### config.mk
export PLATFORM = sky130hd
export DESIGN_NAME = vga_in_monitor
export DESIGN_NICKNAME = d
export VERILOG_FILES = /design/src/rtl/vga_in_monitor.sv
export SDC_FILE = /design/constraint.sdc
export NUM_CORES = 1
export LEC_CHECK = 0
export CAP_MARGIN = 20
export CORE_UTILIZATION = 41
export CTS_CLUSTER_DIAMETER = 80
export CTS_CLUSTER_SIZE = 14
export DETAILED_ROUTE_END_ITERATION = 12
export PLACE_DENSITY = 0.69
export RECOVER_POWER = 100
export SLEW_MARGIN = 20
export SYNTH_ARGS = -nofsm -noshare
export SYNTH_HDL_FRONTEND = slang
export SYNTH_SLANG_ARGS = --single-unit
### constraint.sdc
create_clock -name CLK -period 9 [get_ports CLK]
set_input_delay 1.8 -clock CLK [delete_from_list [all_inputs] [get_ports CLK]]
set_output_delay 1.8 -clock CLK [all_outputs]
set_load 0.02 [all_outputs]
### src/rtl/vga_in_monitor.sv
// vga_in_monitor: samples an incoming VGA stream, measures line/frame timing, locks and recovers pixel X/Y.
// Optional VGA_IN_CRC_EN adds FRAME_CRC, a CRC-16-CCITT over the valid pixels of each frame.
module vga_in_monitor #(
  parameter int H_SYNC = 96,
  parameter int H_BACK = 48,
  parameter int H_DISPLAY = 640,
  parameter int H_FRONT = 16,
  parameter int V_SYNC = 2,
  parameter int V_BACK = 33,
  parameter int V_DISPLAY = 480,
  parameter int V_FRONT = 10,
  parameter int LOCK_FRAMES = 2
) (
  input  logic       CLK,
  input  logic       RST_N,
  input  logic       PIX_EN,
  input  logic       VGA_HS,
  input  logic       VGA_VS,
  input  logic [3:0] VGA_R,
  input  logic [3:0] VGA_G,
  input  logic [3:0] VGA_B,
  output logic       PIX_VALID,
  output logic [9:0] PIX_X,
  output logic [9:0] PIX_Y,
  output logic [3:0] PIX_R,
  output logic [3:0] PIX_G,
  output logic [3:0] PIX_B,
  output logic       LOCKED,
  output logic [9:0] LINE_LEN,
  output logic [9:0] FRAME_LINES,
  output logic [7:0] ERR_CNT
`ifdef VGA_IN_CRC_EN
  , output logic [15:0] FRAME_CRC
`endif
);
  localparam logic [1:0] SEARCH = 2'd0, ACQUIRE = 2'd1, LOCK = 2'd2;
  localparam logic [9:0] H_TOT = 10'(H_SYNC + H_BACK + H_DISPLAY + H_FRONT);
  localparam logic [9:0] V_TOT = 10'(V_SYNC + V_BACK + V_DISPLAY + V_FRONT);
  localparam logic [9:0] H_SW = 10'(H_SYNC), V_SW = 10'(V_SYNC);
  localparam logic [9:0] H_OFF = 10'(H_SYNC + H_BACK), H_END = 10'(H_SYNC + H_BACK + H_DISPLAY);
  localparam logic [9:0] V_OFF = 10'(V_SYNC + V_BACK), V_END = 10'(V_SYNC + V_BACK + V_DISPLAY);
  localparam logic [9:0] SAT = 10'h3ff;
  logic hs1, vs1, hs2, vs2, hs3, vs3, armed, frame_bad;
  logic [11:0] rgb1, rgb2;
  logic [9:0] h_cnt, v_cnt, vs_w, h_nxt, v_nxt, vs_w_nxt;
  logic [1:0] state, state_nxt;
  logic [7:0] good_cnt, good_nxt;
  logic hs_fall, hs_rise, vs_fall, vs_rise, timeout, line_err, vs_err, frame_err, err_inc, win, valid_nxt;
  // Counters hold the index of the pixel now in stage 2, so outputs use the next-count values.
  always_comb begin
    hs_fall = hs3 & ~hs2;
    hs_rise = ~hs3 & hs2;
    vs_fall = vs3 & ~vs2;
    vs_rise = ~vs3 & vs2;
    h_nxt = hs_fall ? '0 : h_cnt + 10'(h_cnt != SAT);
    v_nxt = !hs_fall ? v_cnt : (armed || vs_fall) ? '0 : v_cnt + 10'(v_cnt != SAT);
    vs_w_nxt = vs_fall ? 10'(hs_fall) : vs_w + 10'(hs_fall && !vs2 && vs_w != SAT);
    timeout = !hs_fall && h_cnt == SAT - 10'd1;
    line_err = (hs_fall && h_cnt + 10'd1 != H_TOT) || (hs_rise && h_cnt + 10'd1 != H_SW);
    vs_err = vs_rise && vs_w != V_SW;
    frame_err = frame_bad || line_err || timeout || v_cnt + 10'd1 != V_TOT;
    win = h_nxt >= H_OFF && h_nxt < H_END && v_nxt >= V_OFF && v_nxt < V_END;
    state_nxt = state;
    good_nxt = good_cnt;
    err_inc = 1'b0;
    if (state == SEARCH) begin
      if (vs_fall) begin
        state_nxt = ACQUIRE;
        good_nxt = '0;
      end
    end else if (state == ACQUIRE) begin
      if (vs_fall) begin
        good_nxt = frame_err ? '0 : good_cnt + 8'd1;
        if (!frame_err && good_cnt + 8'd1 >= 8'(LOCK_FRAMES)) state_nxt = LOCK;
      end else if (timeout) good_nxt = '0;
    end else if (line_err || timeout || (vs_fall && frame_err)) begin
      state_nxt = SEARCH;
      err_inc = 1'b1;
    end
    valid_nxt = win && state_nxt == LOCK;
  end
  always_ff @(posedge CLK or negedge RST_N) begin
    if (!RST_N) begin
      {hs1, vs1, hs2, vs2, hs3, vs3} <= '1;
      {rgb1, rgb2} <= '0;
      {h_cnt, v_cnt, vs_w, armed, frame_bad, good_cnt} <= '0;
      state <= SEARCH;
      {PIX_VALID, PIX_X, PIX_Y, PIX_R, PIX_G, PIX_B, LOCKED} <= '0;
      {LINE_LEN, FRAME_LINES, ERR_CNT} <= '0;
    end else if (PIX_EN) begin
      {hs1, vs1, rgb1} <= {VGA_HS, VGA_VS, VGA_R, VGA_G, VGA_B};
      {hs2, vs2, rgb2} <= {hs1, vs1, rgb1};
      {hs3, vs3} <= {hs2, vs2};
      h_cnt <= h_nxt;
      v_cnt <= v_nxt;
      vs_w <= vs_w_nxt;
      armed <= vs_fall ? !hs_fall : armed && !hs_fall;
      frame_bad <= vs_fall ? 1'b0 : frame_bad || line_err || timeout || vs_err;
      state <= state_nxt;
      good_cnt <= good_nxt;
      PIX_VALID <= valid_nxt;
      PIX_X <= h_nxt - H_OFF;
      PIX_Y <= v_nxt - V_OFF;
      {PIX_R, PIX_G, PIX_B} <= win ? rgb2 : '0;
      LOCKED <= state_nxt == LOCK;
      LINE_LEN <= hs_fall ? h_cnt + 10'd1 : LINE_LEN;
      FRAME_LINES <= vs_fall ? v_cnt + 10'd1 : FRAME_LINES;
      ERR_CNT <= ERR_CNT + 8'(err_inc && ERR_CNT != 8'hff);
    end
  end
`ifdef VGA_IN_CRC_EN
  logic [15:0] crc;
  function automatic logic [15:0] crc12(input logic [15:0] c, input logic [11:0] d);
    logic [15:0] r;
    r = c;
    for (int i = 11; i >= 0; i--) r = {r[14:0], 1'b0} ^ ((r[15] ^ d[i]) ? 16'h1021 : 16'h0);
    return r;
  endfunction
  always_ff @(posedge CLK or negedge RST_N) begin
    if (!RST_N) begin
      crc <= 16'hffff;
      FRAME_CRC <= '0;
    end else if (PIX_EN) begin
      FRAME_CRC <= vs_fall ? crc : FRAME_CRC;
      crc <= vs_fall ? 16'hffff : valid_nxt ? crc12(crc, rgb2) : crc;
    end
  end
`endif
endmodule

# == Yosys cells after proc, flatten, opt, wreduce, memory -nomap -nowiden ==
# Index checks and enable logic that the tools add are counted.
# op_classes
n_eq_ne,13
n_reduce_logical,30
n_mux,22
n_lt_le_gt_ge,5
n_addsub,9
n_bitwise,8
# op_table
op,n
$ne A10 B10 Y1 const B,5
$mux W8,6
$mux W10,4
$add A10 B1 Y10,3
$add A10 B1 Y10 const B,2
$lt A10 B10 Y1 const B,2
$logic_and A1 B1 Y1,14
$mux W12,1
$mux W2,6
$eq A10 B10 Y1 const B,1
$ge A10 B6 Y1 const B,1
$ge A10 B8 Y1 const B,1
$ne A10 B2 Y1 const B,1
$ne A10 B7 Y1 const B,1
$sub A10 B6 Y10 const B,1
$sub A10 B8 Y10 const B,1
$add A8 B1 Y8,1
$add A8 B1 Y8 const B,1
$ge A8 B2 Y1 const B,1
$logic_or A1 B1 Y1,8
$ne A8 B8 Y1 const B,1
$mux W1,5
$and A1 B1 Y1,4
$not A1 Y1,4
other kinds (9),12
# word_totals
ff_bits,134

# == Depth between registers and ports, before layout ==
# Gate-level depths: netlist of the first run.
# depth
depth_word,15
ltp_mapped,19

# == Worst setup path before layout of the first run ==
# Ideal clock, no wire load.
# synth_timing
kind,register to register
start,"register, netlist name PIX_X[3]"
end,register PIX_B[0]
slack_ns,5.114
stages_incl_launch_ff,20
t_arrival_ns,3.820
setup_time_ns,0.066
synth_period_minus_slack_ns,3.886
cell_sequence,dfrtp_1 -> buf_1 -> nand3_1 -> nor2_1 -> nand3_1 -> ha_1 -> ha_1 -> nand3_1 -> xor2_1 -> nor2_1 -> inv_1 -> ha_1 -> nor2b_1 -> a22o_1 -> a211oi_1 -> o21ai_0 -> a22o_1 -> a211oi_4 -> buf_6 -> a22o_1
# synth_lines
element,line,rtl
to (signal assigned),104,"{PIX_R, PIX_G, PIX_B} <= win ? rgb2 : '0;"
to (decl),27,"output logic [3:0] PIX_B,"

==> flow_metrics.tcl, run 1 <==
set metrics [dict create \
    antenna_cells 0 \
    fin_skew_ns 0.0133 \
    grt_max_degree 77 \
    root_buffer "clkbuf_16" \
    gp_congestion 0.852 \
    r2r_end "PIX_VALID" \
    antenna_found_initial 0 \
    coreArea_um2 16600 \
    track_usage 0.182 \
    post_cts_buffers 0 \
    routed_wl_mm 15.2 \
    synth_edf_count 0 \
    syn_area_um2 6950 \
    finalHoldViolations 0 \
    worstPathMaxFanout 61 \
    wire_per_inst_um 15.4 \
    finalSetupTns_ns 0 \
    period_share 0.635 \
    grt_pass1_wl_mm 25.3 \
    syn_to_final_growth_pct 19.7 \
    worst_pin_slew_ns 2.99 \
    cts_resized 0 \
    ys_seq_elements 130 \
    initial_core_util 0.419 \
    clk_pin_slew_ns 0.06 \
    fillers 1526 \
    ff2ff_setup_slack_ns 3.53 \
    timing.slew.headroom -0.996 \
    cts_sinks 130 \
    h-tree-depth 4 \
    cts_hold_buf 0 \
    syn_nets 736 \
    syn_area_per_cell_um2 9.90 \
    whs_ns 0.469 \
    endpoint_kind "register" \
    drt-vias-per-instance 5.36 \
    die-width_um 132 \
    first_global_vias 4947 \
    slew_violations 173 \
    vias 5303 \
    yosys_warnings 0 \
    hold_path.class "reg -> reg" \
    cp.required_ns 9.30 \
    final.setup.worst_slack_ns 3.29 \
    power.density_nw_per_um2 217 \
    portBuffers 78 \
    yosysUniqueCellTypes 77 \
    postLayoutCoreUtil 0.501 \
    leakagePower_nw 3.54 \
    synth_area_leader_cell "dfrtp_1" \
    clock_latency_ns 0.42 \
    clock_path_buffers 2 \
    synthTopCellsByArea "dfrtp_1, mux2_2, nand2_1" \
    ff2ff_path_depth 17 \
    worstReg2RegStart "h_cnt[6]" \
    failed_checks "max-capacitance violations, max-slew violations" \
    fmax_mhz 175 \
    fin_nets 790 \
    setup_viol 0 \
    cts_tree "built" \
    yosysSeqAreaShare 0.469 \
    outcome "complete, but fails checks" \
    hold_end "FRAME_LINES[1]" \
    drc 0 \
    drt_iter0_drc 356 \
    globalRoute.totalOverflow 0 \
    drt_pass1_iterations 5 \
    async_reset_ff_frac 1.00 \
    cts_buffers 17 \
    peakVddDrop_v 0.000151 \
    maxCapViolCount 4 \
    ios 79 \
    period_needed_ns 5.71 \
    drive_gt1_frac 0.130 \
    hold_path_depth 2 \
    arrival_ns 6.01 \
    synth-main-ff-cell "dfrtp_1" \
    crit_type "in -> reg" \
    rsz0062_at_grt "no" \
    ant_nets 0 \
    syn_inst 702 \
    totalPowerFinal_mw 1.81 \
    rows 47 \
    min_from "FRAME_LINES[1]" \
    synth_top_area_frac 0.447 \
    dieArea_um2 17500 \
    crit_path_start_kind "input port" \
    die_h_um 132 \
    dp_hpwl_mm 10.2 \
    pre_cts_ws_ns 4.31 \
]
## kinds of logic after synthesis
family,count (synthesis),synth area share
XOR/XNOR,40,0.0504
AO/OA/AOI/OAI,145,0.142
flip-flops,130,0.469
adder cells (fa/ha/maj),17,0.0306
multiplexers,49,0.0789
AND/OR/NAND/NOR,255,0.186
buffers and inverters,66,0.0429
## per-stage QoR
stage | instance area (um2) | cells
5_1_grt | 8310 | 989
6_report | 8310 | 989
2_1_floorplan | 6950 | 702
3_3_place_gp | 7800 | 957
4_1_cts | 8360 | 989
3_5_place_dp | 7800 | 957
## worst max path at each step
stage	end	slack [ns]	start
2_1_floorplan	PIX_B[0]	5.11	PIX_X[3]
3_3_place_gp	PIX_VALID	4.50	h_cnt[6]
3_5_place_dp	PIX_VALID	4.31	PIX_X[1]
4_1_cts	PIX_VALID	4.27	PIX_X[1]
5_1_grt	h_cnt[6]	2.85	PIX_EN
6_report	h_cnt[6]	3.29	PIX_EN
## per-layer routing
layer | routed length (um) | global-route usage | part of all wire | up-vias
met1 | 7530 | 0.255 | 0.50 | 2539
li1 | - | - | - | 2622
met3 | 714 | 0.0419 | 0.047 | 13
met5 | 0 | 0 | 0 | -
met2 | 6820 | 0.276 | 0.45 | 129
met4 | 139 | 0.0619 | 0.0091 | 0
## cell usage after synthesis, types with 17 or more instances
library cell,n
dfrtp_1,124
nor2_1,52
mux2_2,46
xnor2_1,30
clkbuf_1,26
ha_1,17
o21ai_0,51
nand3_1,31
a22o_1,17
a21oi_1,25
inv_1,20
nand2_1,79
## critical path, stage by stage
cell	delay, ns
clkbuf_1	1.31
clkbuf_1	2.20
o21ai_0	0.32
a22o_1	0.36
## cell usage in the layout, fill, tap and decap left out, types with 3 or more instances in the layout
master,netlist,layout
xnor2_1,30,30
nor4_1,5,6
ha_1,17,17
o21ai_0,51,52
nand4_1,13,13
a21boi_0,3,3
clkinv_2,0,3
nor3_1,15,15
xor2_1,10,10
nor2_1,52,52
nand2b_1,5,5
nand2_1,79,79
or3_1,5,5
nand3_1,31,31
inv_6,0,4
clkbuf_1,26,5
a22o_1,17,17
mux2i_1,3,3
clkinv_4,0,4
a21oi_1,25,25
inv_1,20,20
dfrtp_1,124,124
a211oi_1,2,3
or4_1,5,5
dlygate4sd3_1,0,62
clkdlybuf4s50_1,0,14
o211ai_1,3,3
and3_1,8,8
nor2b_1,10,10
a31oi_1,3,3
clkbuf_16,0,17
o31ai_1,8,8
mux2_2,46,46
nand3b_1,6,6
dfstp_2,6,6
## state kept, by name, summed over array words and instances, names as in the netlist, 2 cells and up
signal and cells:
h_cnt 6, rgb1 12, PIX_G 4, PIX_R 4, PIX_Y 10, state 2
v_cnt 10, PIX_B 4, LINE_LEN 10, FRAME_LINES 10, ERR_CNT 8, rgb2 12
good_cnt 8, PIX_X 10, vs_w 10
## report_power, final
| part | leakage [nW] | internal (mW) | switching, mW |
|---|---|---|---|
| Sequential | 1.64 | 0.663 | 0.0835 |
| Clock | 0.271 | 0.382 | 0.267 |
| Combinational | 1.63 | 0.180 | 0.230 |
| Total | 3.54 | 1.23 | 0.580 |
## area by class of cell
type,instances,area [um2],area share
Clock buffer,18,429,0.0516
Timing Repair Buffer,81,783,0.0942
Inverter,20,75.1,0.00903
Multi-Input combinational cell,506,3360,0.404
Clock inverter,14,130,0.0157
Sequential cell,130,3260,0.392
Tap cell,220,275,0.0331
Power figures use the tool's default switching activity.
==> run 2: changes to the inputs <==
- clock period: 9 -> 5.4 ns (I/O delays scaled with it)
==> run 2 against run 1 <==
Net effect:
- the run still ends with max-capacitance violations, max-slew violations left
- worst hold slack gained 0.0062 ns
- sequential power grew 66%
- clock power grew 85%
- routed wire length grew 2.6%
- critical endpoint is now LINE_LEN[2]
- critical path depth grew 1
==> flow_metrics.tcl, run 2 (synthesis gave the netlist of run 1 again) <==
set metrics [dict create \
    routed_wl_mm 15.6 \
    clockPowerShare 0.383 \
    drt_pass1_iterations 5 \
    finalHoldViolations 0 \
    cts_sinks 130 \
    antenna_cells 0 \
    most-common-layout-cells "dfrtp_1, nand2_1, dlygate4sd3_1" \
    drive_gt1_frac 0.135 \
    antenna_found_initial 0 \
    cts_resized 0 \
    crit_path_start "PIX_EN" \
    clock_path_buffers 2 \
    fmax_mhz 216 \
    regArea_um2 3260 \
    final_common_cell "dfrtp_1" \
    power_frac_seq 0.398 \
    period_needed_ns 4.63 \
    worstReg2RegStart "PIX_X[1]" \
    clock_latency_ns 0.43 \
    leakagePower_nw 3.56 \
    cts_hold_buf 0 \
    drc 0 \
    rsz0062_at_grt "no" \
    die_h_um 132 \
    finalSetupTns_ns 0 \
    fin_nets 790 \
    grt_pass1_wl_mm 26.8 \
    sw_frac_of_total 0.326 \
    period_share 0.857 \
    internal_power_mw 2.11 \
    rows 47 \
    hold_path.class "reg -> reg" \
    drt-vias-per-instance 5.42 \
    root_buffer "clkbuf_16" \
    fin_skew_ns 0.00768 \
    cts_buffers 17 \
    crit_path_start_kind "input port" \
    timing.slew.headroom -0.512 \
    arrival_ns 4.91 \
    ant_nets 0 \
    fillers 1538 \
    h-tree-depth 4 \
    syn_to_final_growth_pct 20.6 \
    crit_type "in -> reg" \
    whs_ns 0.475 \
    portBuffers 78 \
    vias 5364 \
    cp.required_ns 5.68 \
    wire_per_inst_um 15.8 \
    maxCapViolCount 3 \
    switchingPower_mw 1.02 \
    outcome "complete, but fails checks" \
    clk_pin_slew_ns 0.06 \
    ios 79 \
    dp_hpwl_mm 10.4 \
    grt_max_degree 92 \
    gp_congestion 0.882 \
    min_from "FRAME_LINES[3]" \
    coreArea_um2 16600 \
    dieArea_um2 17500 \
    failed_checks "max-capacitance violations, max-slew violations" \
    worstPathMaxFanout 59 \
    post-place-cells 957 \
    post_cts_buffers 0 \
    power.density_nw_per_um2 373 \
    drt_iter0_drc 380 \
    combPwrFrac 0.219 \
    initial_core_util 0.419 \
    peakVddDrop_v 0.000237 \
    globalRoute.totalOverflow 0 \
    first_global_vias 5226 \
    slew_violations 176 \
    endpoint_kind "register" \
    cts_tree "built" \
    die-width_um 132 \
    track_usage 0.192 \
    ff2ff_setup_slack_ns 0.77 \
    worst_pin_slew_ns 2.27 \
    layout.cells.non_filler 989 \
    multi_input_area_um2 3370 \
    setup_viol 0 \
]
run 2: cell types whose count changed in the layout (fill, tap and decap cells not counted), moves of 2 or more:
cell	previous run	this run
clkinv_2	3	0
clkbuf_2	0	2
clkbuf_1	5	3
clkinv_4	4	0
inv_8	0	4
inv_6	4	6
run 2: worst max-delay path, stage by stage:
cell and delay, ns:
clkbuf_1 1.53, clkbuf_2 1.20, nand2_1 0.75, nand2_1 0.23, o21ai_0 0.10
run 2: through the flow:
step	instance area (um2)	utilization	worst slack, ns	power (mW)
2_1_floorplan	6950	-	1.51	1.71
3_3_place_gp	7800	0.470	0.963	1.97
3_5_place_dp	7800	0.470	0.835	1.98
4_1_cts	8420	0.508	0.780	3.20
5_1_grt	8380	0.505	0.245	3.31
6_report	8380	0.505	0.770	3.13
run 2: layer usage:
layer | wire length [um] | track usage
met3 | 816 | 0.0515
met2 | 7200 | 0.300
met1 | 7360 | 0.263
met5 | 0 | 0
met4 | 208 | 0.0568
run 2: worst paths after layout:
path                                  end  cells after the start
hold reg to reg            FRAME_LINES[3]                      2
setup / recovery              LINE_LEN[2]                      5
setup reg to reg                PIX_VALID                     18
max in group asynchronous         vs_w[9]                      2
hold / removal             FRAME_LINES[3]                      2
min in group asynchronous  FRAME_LINES[2]                      1
run 2: power groups by stage:
| stage | combinational (mW) | clock, mW | sequential, mW |
|---|---|---|---|
| after global placement | 0.709 | 0 | 1.26 |
| after CTS | 0.721 | 1.23 | 1.25 |
| after global routing | 0.760 | 1.28 | 1.27 |
| final | 0.685 | 1.20 | 1.24 |
| after detailed placement | 0.716 | 0 | 1.26 |
| after floorplan | 0.430 | 0 | 1.28 |
run 2: final cells by class:
| type | count | area share |
|---|---|---|
| Clock buffer | 17 | 0.0508 |
| Tap cell | 220 | 0.0328 |
| Timing Repair Buffer | 81 | 0.0933 |
| Clock inverter | 15 | 0.0225 |
| Multi-Input combinational cell | 506 | 0.403 |
| Sequential cell | 130 | 0.389 |
| Inverter | 20 | 0.00896 |
